===== src/rtl/word_memory_array.sv =====
// word_memory_array: synchronous WIDTH x DEPTH word store with one addressed
// read/write port, a registered read path with a valid strobe, and a
// sequenced bulk-clear sweep that reports busy while it runs.
//
// Optional feature macro: PARITY_EN. When it is defined, each word carries an
// even-parity bit, and a parErr pulse is raised alongside rdValid whenever the
// stored parity does not match the data that is read back.
//
// state  | meaning
// -------+--------------------------------------------------------------
// IDLE   | accepting requests; clr starts a sweep
// CLEAR  | zeroing one word per cycle at r_cnt; requests and clr ignored
module word_memory_array #(
  parameter int WIDTH  = 8,
  parameter int DEPTH  = 8,
  parameter int ADDR_W = $clog2(DEPTH)
) (
  input  logic              clk,
  input  logic              rst,
  input  logic              sel,
  input  logic              rw,
  input  logic [ADDR_W-1:0] addr,
  input  logic [WIDTH-1:0]  wordIn,
  input  logic              clr,
  output logic [WIDTH-1:0]  wordOut,
  output logic              rdValid,
  output logic              busy,
  output logic              addrErr
`ifdef PARITY_EN
  ,
  output logic              parErr
`endif
);

  typedef enum logic {
    S_IDLE  = 1'b0,
    S_CLEAR = 1'b1
  } state_t;

  // Widened by one bit so that addr can be compared against DEPTH even when
  // DEPTH is an exact power of two.
  localparam logic [ADDR_W:0]   DEPTH_X  = (ADDR_W + 1)'(DEPTH);
  localparam logic [ADDR_W-1:0] LAST_IDX = ADDR_W'(DEPTH - 1);

  state_t            r_state;
  state_t            w_state_nxt;
  logic [ADDR_W-1:0] r_cnt;
  logic [WIDTH-1:0]  r_mem [DEPTH];
  logic [WIDTH-1:0]  w_rd_data;
  logic              w_accept;
  logic              w_in_range;
  logic              w_sweep_done;

  // clr outranks sel in IDLE, and busy masks everything during CLEAR.
  assign w_accept     = sel & ~clr & (r_state == S_IDLE);
  assign w_in_range   = ({1'b0, addr} < DEPTH_X);
  assign w_sweep_done = (r_state == S_CLEAR) && (r_cnt == LAST_IDX);
  assign busy         = (r_state == S_CLEAR);

  // State register.
  always_ff @(posedge clk or posedge rst) begin
    if (rst) r_state <= S_IDLE;
    else     r_state <= w_state_nxt;
  end

  // Next-state logic: the sweep is entered on clr and left after the last word.
  always_comb begin
    w_state_nxt = r_state;
    case (r_state)
      S_IDLE:  if (clr) w_state_nxt = S_CLEAR;
      S_CLEAR: if (w_sweep_done) w_state_nxt = S_IDLE;
      default: w_state_nxt = S_IDLE;
    endcase
  end

  // Sweep counter: held at zero while idle and stepped once per CLEAR cycle.
  always_ff @(posedge clk or posedge rst) begin
    if (rst)                     r_cnt <= '0;
    else if (r_state == S_CLEAR) r_cnt <= w_sweep_done ? '0 : r_cnt + 1'b1;
    else                         r_cnt <= '0;
  end

  // Word array: the sweep clears the word at r_cnt; otherwise an accepted,
  // in-range write updates the word it addresses.
  always_ff @(posedge clk or posedge rst) begin
    if (rst) begin
      for (int i = 0; i < DEPTH; i++) r_mem[i] <= '0;
    end else begin
      for (int i = 0; i < DEPTH; i++) begin
        if (r_state == S_CLEAR && r_cnt == ADDR_W'(i))
          r_mem[i] <= '0;
        else if (w_accept && !rw && w_in_range && addr == ADDR_W'(i))
          r_mem[i] <= wordIn;
      end
    end
  end

  // Read mux built as a decode, so out-of-range addresses never index past the array.
  always_comb begin
    w_rd_data = '0;
    for (int i = 0; i < DEPTH; i++)
      if (addr == ADDR_W'(i)) w_rd_data = r_mem[i];
  end

  // Registered read port and address-error strobe.
  always_ff @(posedge clk or posedge rst) begin
    if (rst) begin
      wordOut <= '0;
      rdValid <= 1'b0;
      addrErr <= 1'b0;
    end else begin
      rdValid <= w_accept && rw && w_in_range;
      addrErr <= w_accept && !w_in_range;
      if (w_accept && rw && w_in_range) wordOut <= w_rd_data;
    end
  end

`ifdef PARITY_EN
  logic r_par [DEPTH];
  logic w_rd_par;

  // Parity array tracks the word array; cleared words carry parity 0.
  always_ff @(posedge clk or posedge rst) begin
    if (rst) begin
      for (int i = 0; i < DEPTH; i++) r_par[i] <= 1'b0;
    end else begin
      for (int i = 0; i < DEPTH; i++) begin
        if (r_state == S_CLEAR && r_cnt == ADDR_W'(i))
          r_par[i] <= 1'b0;
        else if (w_accept && !rw && w_in_range && addr == ADDR_W'(i))
          r_par[i] <= ^wordIn;
      end
    end
  end

  // Stored parity bit for the addressed word.
  always_comb begin
    w_rd_par = 1'b0;
    for (int i = 0; i < DEPTH; i++)
      if (addr == ADDR_W'(i)) w_rd_par = r_par[i];
  end

  // Parity mismatch strobe, aligned with rdValid.
  always_ff @(posedge clk or posedge rst) begin
    if (rst) parErr <= 1'b0;
    else     parErr <= w_accept && rw && w_in_range && ((^w_rd_data) != w_rd_par);
  end
`endif

endmodule


===== config.mk =====
export PLATFORM = sky130hd
export DESIGN_NAME = word_memory_array
export DESIGN_NICKNAME = d
export VERILOG_FILES = /design/src/rtl/word_memory_array.sv
export SDC_FILE = /design/constraint.sdc
export NUM_CORES = 1
export LEC_CHECK = 0
export CAP_MARGIN = 20
export CORE_ASPECT_RATIO = 1.1
export CORE_MARGIN = 1
export CORE_UTILIZATION = 52
export CTS_BUF_LIST = sky130_fd_sc_hd__clkbuf_2 sky130_fd_sc_hd__clkbuf_4 sky130_fd_sc_hd__clkbuf_8
export DETAILED_ROUTE_END_ITERATION = 8
export PLACE_DENSITY = 0.82
export SLEW_MARGIN = 20
export SYNTH_ARGS = -nofsm -noshare
export SYNTH_HDL_FRONTEND = slang
export SYNTH_SLANG_ARGS = --single-unit

===== constraint.sdc =====
create_clock -name clk -period 3 [get_ports clk]
set_clock_uncertainty 0.2 [all_clocks]
set_input_delay 0.3 -clock clk [delete_from_list [all_inputs] [get_ports clk]]
set_output_delay 0.3 -clock clk [all_outputs]
set_load 0.1 [all_outputs]

* Word-level counts from Yosys, hierarchy flattened *
Index checks and enable logic that the tools add are counted.

storage, ports and cells
  register bits = 77
  word-level logic and storage cells = 89
  input port bits = 16
  output and inout port bits = 11

cells by class
  reduce and logical (&&, ||, !) cells = 29
  add/subtract/negate cells = 1
  equality and inequality tests = 14
  bitwise gates (word level) = 4
  muxes and demuxes = 29

operator list
  kind                 count
  $mux 8               24
  $eq 3x3->1 const B   8
  $logic_and 1x1->1    18
  $reduce_bool 2->1    8
  $eq 3x2->1 const B   4
  $eq 3x1->1 const B   2
  $logic_not 3->1      2
  $mux 3               2
  $add 3x1->3 const B  1
  $and 1x1->1          2
  $mux 1               2
  $not 1->1            2
  $pmux 1 s2           1
  $logic_not 1->1      1

* Depth between registers and ports, before layout *
  depth after elaboration = 9
  depth in mapped cells = 7
  mapped depth without buffers = 5

* Worst setup path before layout *
Ideal clock, no wire load.

  kind = register to register
  start = register r_state, in the netlist busy
  end = register r_mem[24] in the netlist's numbering
  library setup time = 122 ps
  path buffers = 3
  stages on the path, launching flop included = 8
  setup slack = 374 ps
  arrival time = 2,304 ps
  period minus slack after synthesis = 2,626 ps
  data required time = 2,678 ps
  path through = dfrtp_1 or4b_1 buf_2 or4_1 buf_2 buf_6 nand3_1 o21ai_1

on the way
  cells in the longest elaborated chain, start to end = 5
  elaborated cells on any way between the ends = 7
  classes of those cells = mux (1); bitwise (2); reduce/logical (4)

RTL lines
  element                             RTL line  text
  start: declaration                  45        state_t r_state;
  start signal: assignment            63        else r_state <= w_state_nxt;
  $not 1->1                           55        assign w_accept = sel & ~clr & (r_state == S_IDLE);
  $and 1x1->1                         55
  $logic_and 1x1->1 (2 in a row)      92        else if (w_accept && !rw && w_in_range && addr == ADDR_W'(i))
  $reduce_bool 2->1 (no source line)  --
  end signal: indexed assignment      93        r_mem[i] <= wordIn;
  end: declaration                    48        logic [WIDTH-1:0] r_mem [DEPTH];

Several ways; a longest one is shown, not always the timed one.
A chain may end at the register's enable or synchronous reset.

* Worst setup path after layout *
  start = register r_state, in the netlist busy
  end = register r_mem[28] in the netlist's numbering

Same word-level chain as after synthesis.

==> metrics.md <==
| Metric | Value |
|---|---|
| Final setup viols | 0 |
| Fin Hold WS | 0.1437 ns |
| P_leak | 1.892 nW |
| Bufs and invs on worst path | 0 |
| Final RePlAce weighted congestion | 0.8425 |
| Final setup TNS | 0 ns |
| P_sw | 1.304 mW |
| Root buf cell | clkbuf_8 |
| Avg WL per Cell | 18.12 um |
| Die area | 7516 um2 |
| Unrepaired setup endpoints after global routing | no |
| CP max-delay cell | or4_1 |
| Net Sw Frac | 39.37% |
| Starting density of the core | 53.54% |
| Commonest non-fill, non-tap cells in the layout | 102 x nand2_1, 77 x dfrtp_1, 72 x o21ai_0 |
| Clock buffer depth | 2 |
| Crit-path max cell delay | 0.73 ns |
| Type of origin of the critical path | flip-flop |
| ANT nets after route | 0 |
| Maximum VDD drop | 0.001052 V |
| Grt ovf | 0 |
| CP Cell Sequence | or4b_1, or4_1, nand3_1, o21ai_1 |
| Area grow syn2layout | 15.16% |
| Initial antenna violation count | 0 |
| Post-Synthesis Cells | 411 |
| GRT Overall Usage | 28.22% |
| Post-synth cell types | 36 |
| # hold bufs at CTS | 0 |
| Nets@finish | 459 |
| Kind of critical path | reg -> reg |
| First-pass GRT wire length | 15,610 um |
| Vias per cell | 6.080 |
| Final hold viol count | 0 |
| TritonCTS Buffers | 9 |
| HPWL after DPL | 6721 um |
| Cell Area, Synth | 3730 um2 |
| Maximum clock rate | 394.0 MHz |
| Clk sinks | 77 |
| Multi-input gate area | 1610 um2 |
| Seq. cell area | 1927 um2 |
| Vias in the first global route | 3,101 |
| Crit share post-route | 84.60% |
| Mean Syn Cell Area | 9.075 um2 |
| Slew at the pin closest to its max-slew limit | 0.5380 ns |
| Internal power | 2.009 mW |
| Vias | 3,204 |
| Outcome | finished clean |
| CP Max Fanout | 16 |
| Clock Power Share | 27.6% |
| Max_cap viols | 0 |
| Commonest non-fill, non-tap cell in the layout | nand2_1 |
| First drt pass iteration count | 7 |
| Final core occ | 61.66% |
| Seq pwr share | 40.7% |
| IO Port Bufs | 25 |
| DRC Markers | 0 |
| Number of fill cells in the layout | 584 |
| PostCTS Resize Cnt | 0 |
| Row count | 32 |
| Drt total wl | 9548 um |
| Synthesized net count | 433 |
| Die Y | 90.83 um |
| Antenna cells | 0 |
| Largest net degree at the start of global routing | 78 |
| Comb pwr share | 31.8% |
| Tmin final | 2.538 ns |
| Count of pins over their slew limit | 0 |
| Hold Crit Class | in -> async |
| Critical path endpoint category | flip-flop |
| Yosys warns | 0 |
| Worst path top cell family by delay | simple AND/OR/NAND/NOR gates |
| Die Wd | 82.75 um |
| Worst-Skew Late Latency | 0.36 ns |
| Clock slew at reported path FFs | 0.08 ns |
| Share of layout cells above drive strength 1 | 12.90% |
| H-tree depth | 3 |
| FF+latch count, synth | 77 |
| Post-CTS setup buffers | 0 |
| Crit path DAT | 2.56 ns |
| Power per cell area | 771.4 nW/um2 |
| Core area | 6967 um2 |
| CTS tree | yes |
| I/O Pins | 27 |
| DR iter-0 viols | 370 |
| Slew HR | 64.13% |
| Critical path required time | 3.02 ns |
| Sequential share of the synthesized area | 51.66% |
==> power by group through the flow <==
stage | logic [mW] | clock network, mW | registers [mW]
6_report | 1.05 | 0.913 | 1.35
3_3_place_gp | 1.02 | 0 | 1.35
3_5_place_dp | 1.05 | 0 | 1.37
4_1_cts | 1.05 | 0.923 | 1.34
5_1_grt | 1.13 | 0.958 | 1.37
2_1_floorplan | 0.368 | 0 | 1.74
==> per-layer routing <==
metal	GRT usage (%)	vias to the layer above	share of wire (%)	wire length, um
met5	0	-	0	0
met3	3.434	26	5.4	515
met1	38.51	1570	42	3985
met4	13.79	0	2.9	281
met2	43.85	135	50	4765
li1	-	1473	-	-
==> worst min-delay path, cell delays in order <==
cell and delay [ns]:
clkdlybuf4s50_1 0.41, inv_2 0.07, buf_12 0.33
==> through the flow <==
| step | power, mW | area, um2 | std cells | setup slack (ns) |
|---|---|---|---|---|
| 2_1_floorplan | 2.111 | 3730 | 411 | 0.3738 |
| 3_3_place_gp | 2.373 | 4061 | 511 | 0.3723 |
| 3_5_place_dp | 2.415 | 4061 | 511 | 0.2947 |
| 4_1_cts | 3.321 | 4295 | 527 | 0.4905 |
| 5_1_grt | 3.454 | 4295 | 527 | 0.3288 |
| 6_report | 3.313 | 4295 | 527 | 0.4620 |
==> layout make-up <==
| cell class | count | share of cell area [%] |
|---|---|---|
| flip-flops and latches | 77 | 44.86 |
| multi-input cells | 291 | 37.49 |
| repair buffers | 40 | 8.156 |
| clock buffers | 13 | 3.874 |
| well taps | 85 | 2.476 |
| clock inverters | 3 | 1.573 |
| inverters | 18 | 1.573 |
==> registers in the layout, summed over array words and instances, names as in the netlist <==
register and flops:
busy 1, rdValid 1, wordOut 8, r_cnt 3, r_mem 64
==> cell usage after synthesis, drive strengths merged <==
| library cell | number | share of area, % |
|---|---|---|
| nor3 | 4 | 0.54 |
| o311ai | 1 | 0.23 |
| o32a | 6 | 1.6 |
| a21oi | 2 | 0.27 |
| a31oi | 1 | 0.17 |
| nand2b | 6 | 1.0 |
| o22a | 1 | 0.23 |
| buf | 15 | 2.3 |
| clkbuf | 10 | 1.0 |
| mux4 | 1 | 0.60 |
| nand4b | 2 | 0.47 |
| ha | 6 | 2.0 |
| or3 | 2 | 0.34 |
| conb | 1 | 0.10 |
| clkinv | 1 | 0.10 |
| nand2 | 102 | 10 |
| o31ai | 1 | 0.20 |
| o2bb2ai | 6 | 1.4 |
| a22oi | 7 | 1.4 |
| nor4 | 1 | 0.34 |
| nor2b | 1 | 0.17 |
| o21ai | 81 | 11 |
| mux2i | 2 | 0.54 |
| inv | 17 | 1.7 |
| nor2 | 8 | 0.81 |
| nand3 | 27 | 3.6 |
| or4 | 1 | 0.20 |
| and2 | 1 | 0.17 |
| mux2 | 13 | 3.9 |
| or4b | 1 | 0.27 |
| o221ai | 6 | 1.4 |
| dfrtp | 77 | 52 |
==> final timing paths <==
check / startpoint / end / slack (ns) / cells past startpoint
setup reg to reg: busy / r_mem[28] / 0.46 / 4
setup / recovery: busy / r_mem[28] / 0.46 / 4
hold reg to reg: wordOut[7] / wordOut[7] / 0.29 / 2
max in group asynchronous: rst / r_mem[26] / 2.12 / 3
min in group clk: wordOut[7] / wordOut[7] / 0.29 / 2
hold / removal: rst / r_mem[50] / 0.14 / 3
==> kinds of logic after synthesis <==
kind of cell	Yosys count	synth area share, %
muxes	16	5.065
adders and majority gates	6	2.013
AOI/OAI and AO/OA	112	17.81
buffers and inverters	43	5.166
and+or+nand+nor	156	18.18
other	1	0.1005
DFF	77	51.66
No activity file was read; power rests on OpenSTA's default activity.
